File: src/rtl/fazyrv_pkg.sv
// Shared types for the FazyRV data-memory address path: access size and
// address deserializer state.
package fazyrv_pkg;

    typedef enum logic [1:0] {
        SIZE_B = 2'b00,
        SIZE_H = 2'b01,
        SIZE_W = 2'b10
    } size_e;

    typedef enum logic [1:0] {
        IDLE,
        SHIFT,
        CHECK,
        REQ
    } state_e;

endpackage

File: src/rtl/fazyrv_sel_gen.sv
// Byte-lane select and misalignment detection from access size and the two
// address LSBs. Purely combinational so the store-data path can share it.
module fazyrv_sel_gen
    import fazyrv_pkg::*;
(
    input  logic [1:0] size,
    input  logic [1:0] adr_lsb,
    output logic [3:0] sel,
    output logic       misalign
);

    // Reserved size encoding falls through to the word case.
    generate
        for (genvar gi = 0; gi < 4; gi++) begin : g_lane
            assign sel[gi] = (size == SIZE_B) ? (adr_lsb == 2'(gi)) :
                             (size == SIZE_H) ? (adr_lsb[1] == 1'(gi / 2)) :
                                                1'b1;
        end
    endgenerate

    assign misalign = (size == SIZE_B) ? 1'b0 :
                      (size == SIZE_H) ? adr_lsb[0] :
                                         (adr_lsb != 2'b00);

endmodule

File: src/rtl/fazyrv_adr_deser.sv
// Collects a chunk-serial effective address LSB-first, checks alignment and
// issues a single bus request that is held until acknowledged.
module fazyrv_adr_deser
    import fazyrv_pkg::*;
#(
    parameter int CHUNKSIZE = 2
) (
    input  logic                 clk_i,
    input  logic                 rst_i,
    input  logic                 start_i,
    input  logic [1:0]           size_i,
    input  logic                 shift_i,
    input  logic [CHUNKSIZE-1:0] din_i,
    output logic [31:0]          wb_adr_o,
    output logic [3:0]           wb_sel_o,
    output logic                 wb_stb_o,
    input  logic                 wb_ack_i,
    output logic                 busy_o,
    output logic                 done_o,
    output logic                 err_o,
    output logic [1:0]           adr_lsb_o
);

    localparam int BEATS = 32 / CHUNKSIZE;
    localparam int CW    = $clog2(BEATS);
    localparam logic [CW-1:0] LAST_BEAT = CW'(BEATS - 1);

    state_e         state_reg, state_next;
    logic [31:0]    shreg_reg;
    logic [CW-1:0]  cnt_reg;
    logic [1:0]     size_reg;
    logic           done_reg;

    logic [3:0]     sel;
    logic           misalign;

    fazyrv_sel_gen u_sel_gen (
        .size     (size_reg),
        .adr_lsb  (shreg_reg[1:0]),
        .sel      (sel),
        .misalign (misalign)
    );

    always_comb begin
        state_next = state_reg;
        case (state_reg)
            IDLE:    if (start_i) state_next = SHIFT;
            SHIFT:   if (shift_i && (cnt_reg == LAST_BEAT)) state_next = CHECK;
            CHECK:   state_next = misalign ? IDLE : REQ;
            REQ:     if (wb_ack_i) state_next = IDLE;
            default: state_next = IDLE;
        endcase
    end

    always_ff @(posedge clk_i) begin
        if (rst_i) begin
            state_reg <= IDLE;
            shreg_reg <= '0;
            cnt_reg   <= '0;
            size_reg  <= '0;
            done_reg  <= 1'b0;
        end else begin
            state_reg <= state_next;
            done_reg  <= (state_reg == REQ) && wb_ack_i;
            if (state_reg == IDLE && start_i) begin
                size_reg <= size_i;
                cnt_reg  <= '0;
            end
            if (state_reg == SHIFT && shift_i) begin
                shreg_reg <= {din_i, shreg_reg[31:CHUNKSIZE]};
                // Saturate on the final beat; the counter is cleared at start.
                if (cnt_reg != LAST_BEAT) cnt_reg <= cnt_reg + 1'b1;
            end
        end
    end

    assign busy_o    = (state_reg != IDLE);
    assign err_o     = (state_reg == CHECK) && misalign;
    assign wb_stb_o  = (state_reg == REQ);
    assign wb_sel_o  = wb_stb_o ? sel : 4'b0000;
    assign wb_adr_o  = {shreg_reg[31:2], 2'b00};
    assign adr_lsb_o = shreg_reg[1:0];
    assign done_o    = done_reg;

endmodule

File: config.mk
export PLATFORM = sky130hd
export DESIGN_NAME = fazyrv_adr_deser
export DESIGN_NICKNAME = d
export VERILOG_FILES = /design/src/rtl/fazyrv_pkg.sv /design/src/rtl/fazyrv_sel_gen.sv /design/src/rtl/fazyrv_adr_deser.sv
export SDC_FILE = /design/constraint.sdc
export NUM_CORES = 1
export LEC_CHECK = 0
export CAP_MARGIN = 20
export CORE_ASPECT_RATIO = 2
export CORE_MARGIN = 4
export CORE_UTILIZATION = 46
export DETAILED_ROUTE_END_ITERATION = 16
export PLACE_DENSITY = 0.76
export SETUP_SLACK_MARGIN = 0.02
export SLEW_MARGIN = 20
export SYNTH_ARGS = -nofsm -noshare
export SYNTH_HDL_FRONTEND = slang
export SYNTH_SLANG_ARGS = --single-unit
File: constraint.sdc
create_clock -name clk_i -period 1.4 [get_ports clk_i]
set_input_delay 0.14 -clock clk_i [delete_from_list [all_inputs] [get_ports clk_i]]
set_output_delay 0.14 -clock clk_i [all_outputs]
set_load 0.005 [all_outputs]
# ---- Word level (Yosys, flattened, before mapping)
# Cells that the tools add are included.
dict set report totals {
  reg_bits 41
  inputBits 9
  out_inout_bits 42
  elab_cells 47
}
dict set report op_classes {
  n_addsub 1
  n_eq_ne 12
  mux 17
  n_bitwise 1
  n_reduce_logical 11
}
# cell n
set op_table {}
lappend op_table {{2-to-1 mux 4 bit} 4}
lappend op_table {{equality test 2 bit, second input constant} 4}
lappend op_table {{2-to-1 mux 1 bit} 8}
lappend op_table {{2-to-1 mux 2 bit} 4}
lappend op_table {{case mux 2 bit (4 select lines)} 1}
lappend op_table {{equality test 2 x 1 -> 1 bit, second input constant} 3}
lappend op_table {{logical NOT 2 bit} 3}
lappend op_table {{logical AND 1 bit} 5}
lappend op_table {{adder 4 x 1 -> 4 bit, second input constant} 1}
lappend op_table {{equality test 4 bit, second input constant} 1}
lappend op_table {{inequality test 2 bit, second input constant} 2}
lappend op_table {{inequality test 4 bit, second input constant} 1}
lappend op_table {{nonzero test 2 bit} 2}
lappend op_table {{AND reduction 3 bit} 1}
lappend op_table {{inequality test 2 x 1 -> 1 bit, second input constant} 1}
lappend op_table {{inverter 1 bit} 1}

# ---- Logic depth before layout (Yosys ltp)
dict set report depth {
  depth_word 5
  mapped_depth 5
  ltp_nobuf 4
}

# ---- Cells and area by module
# A second synthesis with hierarchy kept.
dict set report unflattened {
  hier_cells 205
  area_unflattened_um2 1672.9
}
# module n_inst cells_each area_per_inst_um2 seq_area_each_um2
set modules_own_cells {}
lappend modules_own_cells {fazyrv_adr_deser 1 195 1616.6 820.8}
lappend modules_own_cells {fazyrv_sel_gen 1 10 56.3 0.0}

# ---- Least setup slack after synthesis
# OpenSTA, ideal clock, no wires.
dict set report synth_path {
  path_kind {reg2reg}
  start {register cnt_reg[0]}
  end {register cnt_reg[0]}
  setup_ns 0.070
  arrival_time_ns 1.169
  required_ns 1.330
  slack_ns 0.160
  path_stages_with_launch 5
  path_buffers 0
  synth_period_minus_slack_ns 1.240
  cell_sequence {dfxtp_1 > ha_1 > and3_1 > or3_1 > a21oi_1}
}
dict set report synth_via {
  elab_chain_cells 3
  elab_cells_between_ends 5
  cone_classes {add/sub: 1; eq/ne: 1; mux: 3}
}
# item line
set synth_lines {}
lappend synth_lines {{from (decl)} fazyrv_adr_deser.sv:30} ;# logic [CW-1:0] cnt_reg;
lappend synth_lines {{from (signal assigned)} fazyrv_adr_deser.sv:72} ;# if (cnt_reg != LAST_BEAT) cnt_reg <= cnt_reg + 1'b1;
lappend synth_lines {{adder 4 x 1 -> 4 bit (tied with other cells)} fazyrv_adr_deser.sv:72}
lappend synth_lines {{2-to-1 mux 4 bit} fazyrv_adr_deser.sv:72}
lappend synth_lines {{2-to-1 mux 4 bit (*)} fazyrv_adr_deser.sv:69} ;# if (state_reg == SHIFT && shift_i) begin
# Mark *: on every way between the ends. The rest lies on a longest branch, timed or not.
# A chain may end at the register's enable or synchronous reset.

# ---- Worst setup path in the final report
dict set report layout_path {
  start {register size_reg[0]}
  end {output port err_o}
}
dict set report layout_via {
  elab_chain_cells 4
  elab_cells_between_ends 5
  cone_classes {eq/ne: 1; mux: 2; reduce/logical: 2}
}
# item line
set layout_lines {}
lappend layout_lines {{from (decl)} fazyrv_adr_deser.sv:31} ;# logic [1:0] size_reg;
lappend layout_lines {{from (signal assigned)} fazyrv_adr_deser.sv:66} ;# size_reg <= size_i;
lappend layout_lines {{equality test 2 x 1 -> 1 bit} fazyrv_sel_gen.sv:22} ;# (size == SIZE_H) ? adr_lsb[0] :
lappend layout_lines {{2-to-1 mux 1 bit} fazyrv_sel_gen.sv:22}
lappend layout_lines {{2-to-1 mux 1 bit (*)} fazyrv_sel_gen.sv:21} ;# assign misalign = (size == SIZE_B) ? 1'b0 :
lappend layout_lines {{logical AND 1 bit (*)} fazyrv_adr_deser.sv:78} ;# assign err_o = (state_reg == CHECK) && misalign;
lappend layout_lines {{to (decl)} fazyrv_adr_deser.sv:20} ;# output logic err_o,
# Marked as above.

==> results.toml <==
[clocking]
clock_sinks = 41
cts_buffer_depth = 2
hold_buffers = 0
cts_buffers = 5
clkLatencyLatePin_ns = 0.30
clkTransAtPathRegs_ns = 0.08
cts.htree.levels = 2
ctsRootBufferMaster = "clkbuf_8"
cts_tree = "yes"

[floorplanning]
die_y_um = 93.4
num_rows = 30
io-pin-count = 51
die_x_um = 50.7
die_area_um2 = 4730
core_um2 = 3450
start_util_pct = 48.6

[sta]
fin_crit_ns = 1.35
finalSetupTns_ns = 0
fmax_mhz = 742
hold_slack_ns = 0.399
post-route-period-util_pct = 96.3
skew_ns = 0.00733
setup-violations-final = 0
rsz0062_at_grt = "true"
hold_viol = 0
slew_violations = 0

[global_routing]
grt_pass1_wl_um = 6870
overflow = 0
grt_use_total_pct = 18.9
antenna_found_initial = 0
grt_max_degree = 33
first_global_vias = 1492

[critical_path]
slowest_delay_ns = 0.33
cp.arrival_ns = 1.21
cp.buffers_inverters = 2
cp-end-kind = "output pin"
required_ns = 1.26
path_cells = "buf_6 > o211ai_1 > a21oi_1 > buf_2"
crit_path_start_kind = "register"
path_depth = 4
ff2ff_path_depth = 5
cp_slowest_cell = "dfxtp_2"
cpLargestDelayFamily = "flip-flops"
path_class = "register to output pin"
path_max_fanout = 4

[routing]
wire_per_inst_um = 13.2
final_antenna_net_count = 0
num_vias = 1563
via_per_inst = 4.99
drc_errors = 0
first_iter_violations = 30
totalWireLength_um = 4140
dr.pass1.iters = 4

[flow_run]
cap_violations = 0

[synthesis]
yosys_register_bits = 41
seq_area_frac_synth_pct = 49.0
netlist_area_um2 = 1680
yosys_warnings = 0
synth.distinct_cells = 32
synth_cells = 208
postSynthAreaPerCell_um2 = 8.06

[final_layout]
final_cell_mix = "nand2_1 (65), clkdlybuf4s50_1 (40), a21oi_1 (37)"
drive_gt1_share_pct = 18.1
diodes = 0
area_growth_pct = 46.6
largest_reg_flops = 32
final_common_cell = "nand2_1"
final_nets = 274

[placement]
portBuffers = 48
dpl.hpwl_um = 2830
gp_congestion = 0.768

[power]
peakVddDrop_uv = 912
p_per_area_nw_per_um2 = 997
power.total_mw = 2.45
p_leak_nw = 0.879

[min_path]
whs_path_depth = 3
min_path_type = "primary input to register"

[run_status]
outcome = "finished, final reports clean"
==> path summary, 6_finish.rpt <==
kind / startpoint / to / slack (ns)
min: din_i[1] / shreg_reg[31]$_SDFFE_PP0P_ / 0.40
max: size_reg[0]$_SDFFE_PP0P_ / err_o / 0.05
max reg2reg: size_reg[0]$_SDFFE_PP0P_ / state_reg[1]$_SDFFE_PP0P_ / 0.10
min reg2reg: shreg_reg[13]$_SDFFE_PP0P_ / shreg_reg[11]$_SDFFE_PP0P_ / 0.46
==> worst register-to-register path, delay by kind of cell (launching register included) <==
family	cells	cell delay [ns]
AO/OA/AOI/OAI	3	0.59
flip-flops	1	0.33
buffers and inverters	2	0.28
==> layout make-up <==
type | count | area (um^2)
clock buffers | 5 | 68.8
clock inverters | 3 | 46.3
fillers | 285 | 996
inverters | 4 | 15.0
multi-input cells | 148 | 778
flip-flops and latches | 41 | 841
well taps | 48 | 60.1
repair buffers | 64 | 648
==> Yosys cell counts <==
cell type,count,share of area [%]
nand2b_1,2,0.75
o22a_1,1,0.52
a31oi_1,1,0.37
a21boi_0,1,0.45
o32ai_1,1,0.52
a21oi_1,41,12
and3b_1,1,0.52
o211ai_1,3,1.3
or3_1,1,0.37
nand2_1,66,15
or2_2,1,0.37
mux2i_1,2,1.2
and4_1,1,0.52
a2111oi_2,1,0.90
buf_6,1,0.67
o21ai_0,3,0.90
conb_1,1,0.22
inv_1,4,0.90
nor3b_1,1,0.45
and4b_1,1,0.60
buf_4,10,4.5
a311oi_1,1,0.52
or3b_1,1,0.52
dfxtp_1,41,49
ha_1,1,0.75
and3_1,1,0.37
nor2_1,6,1.3
nand3_1,1,0.30
nor2b_1,1,0.37
nand3b_1,4,1.8
a211oi_1,2,0.90
clkbuf_1,5,1.1
==> report_power, final <==
part           total, mW  switching (mW)  internal [mW]
combinational      0.290           0.147          0.144
clock              0.960           0.426          0.534
sequential          1.20          0.0190           1.18
total               2.45           0.592           1.86
==> stage by stage <==
step	setup WS, ns	utilization [%]	area (um^2)	cells
floorplan	0.160	-	1680	209
global route	-0.0200	71.2	2460	313
CTS	-0.00978	69.7	2410	313
detailed placement	-0.0531	65.8	2270	303
global placement	-0.0348	65.8	2270	303
finish	0.0514	71.2	2460	313
==> repair_timing <==
action | CTS | global route
setup buffers | 2 | 0
resized for setup | 23 | 22
endpoints found under the setup margin | 9 | 23
pin swaps | 2 | 6
==> cell families after synthesis <==
logic type      Yosys count  share of synthesized area (%)
buf+inv                  20                           7.16
compound gates           55                           18.7
simple gates             88                           23.1
fa+ha+maj                 1                          0.746
other cells               1                          0.224
mux                       2                           1.19
flops                    41                           49.0
==> per-layer routing <==
layer / wire length, um / up-vias / GRT usage (%)
li1: - / 800 / -
met2: 2290 / 31 / 33.7
met4: 76 / 0 / 8.09
met5: 0 / - / 0
met1: 1630 / 725 / 21.0
met3: 136 / 7 / 3.99
(Power assumes the default switching activity.)
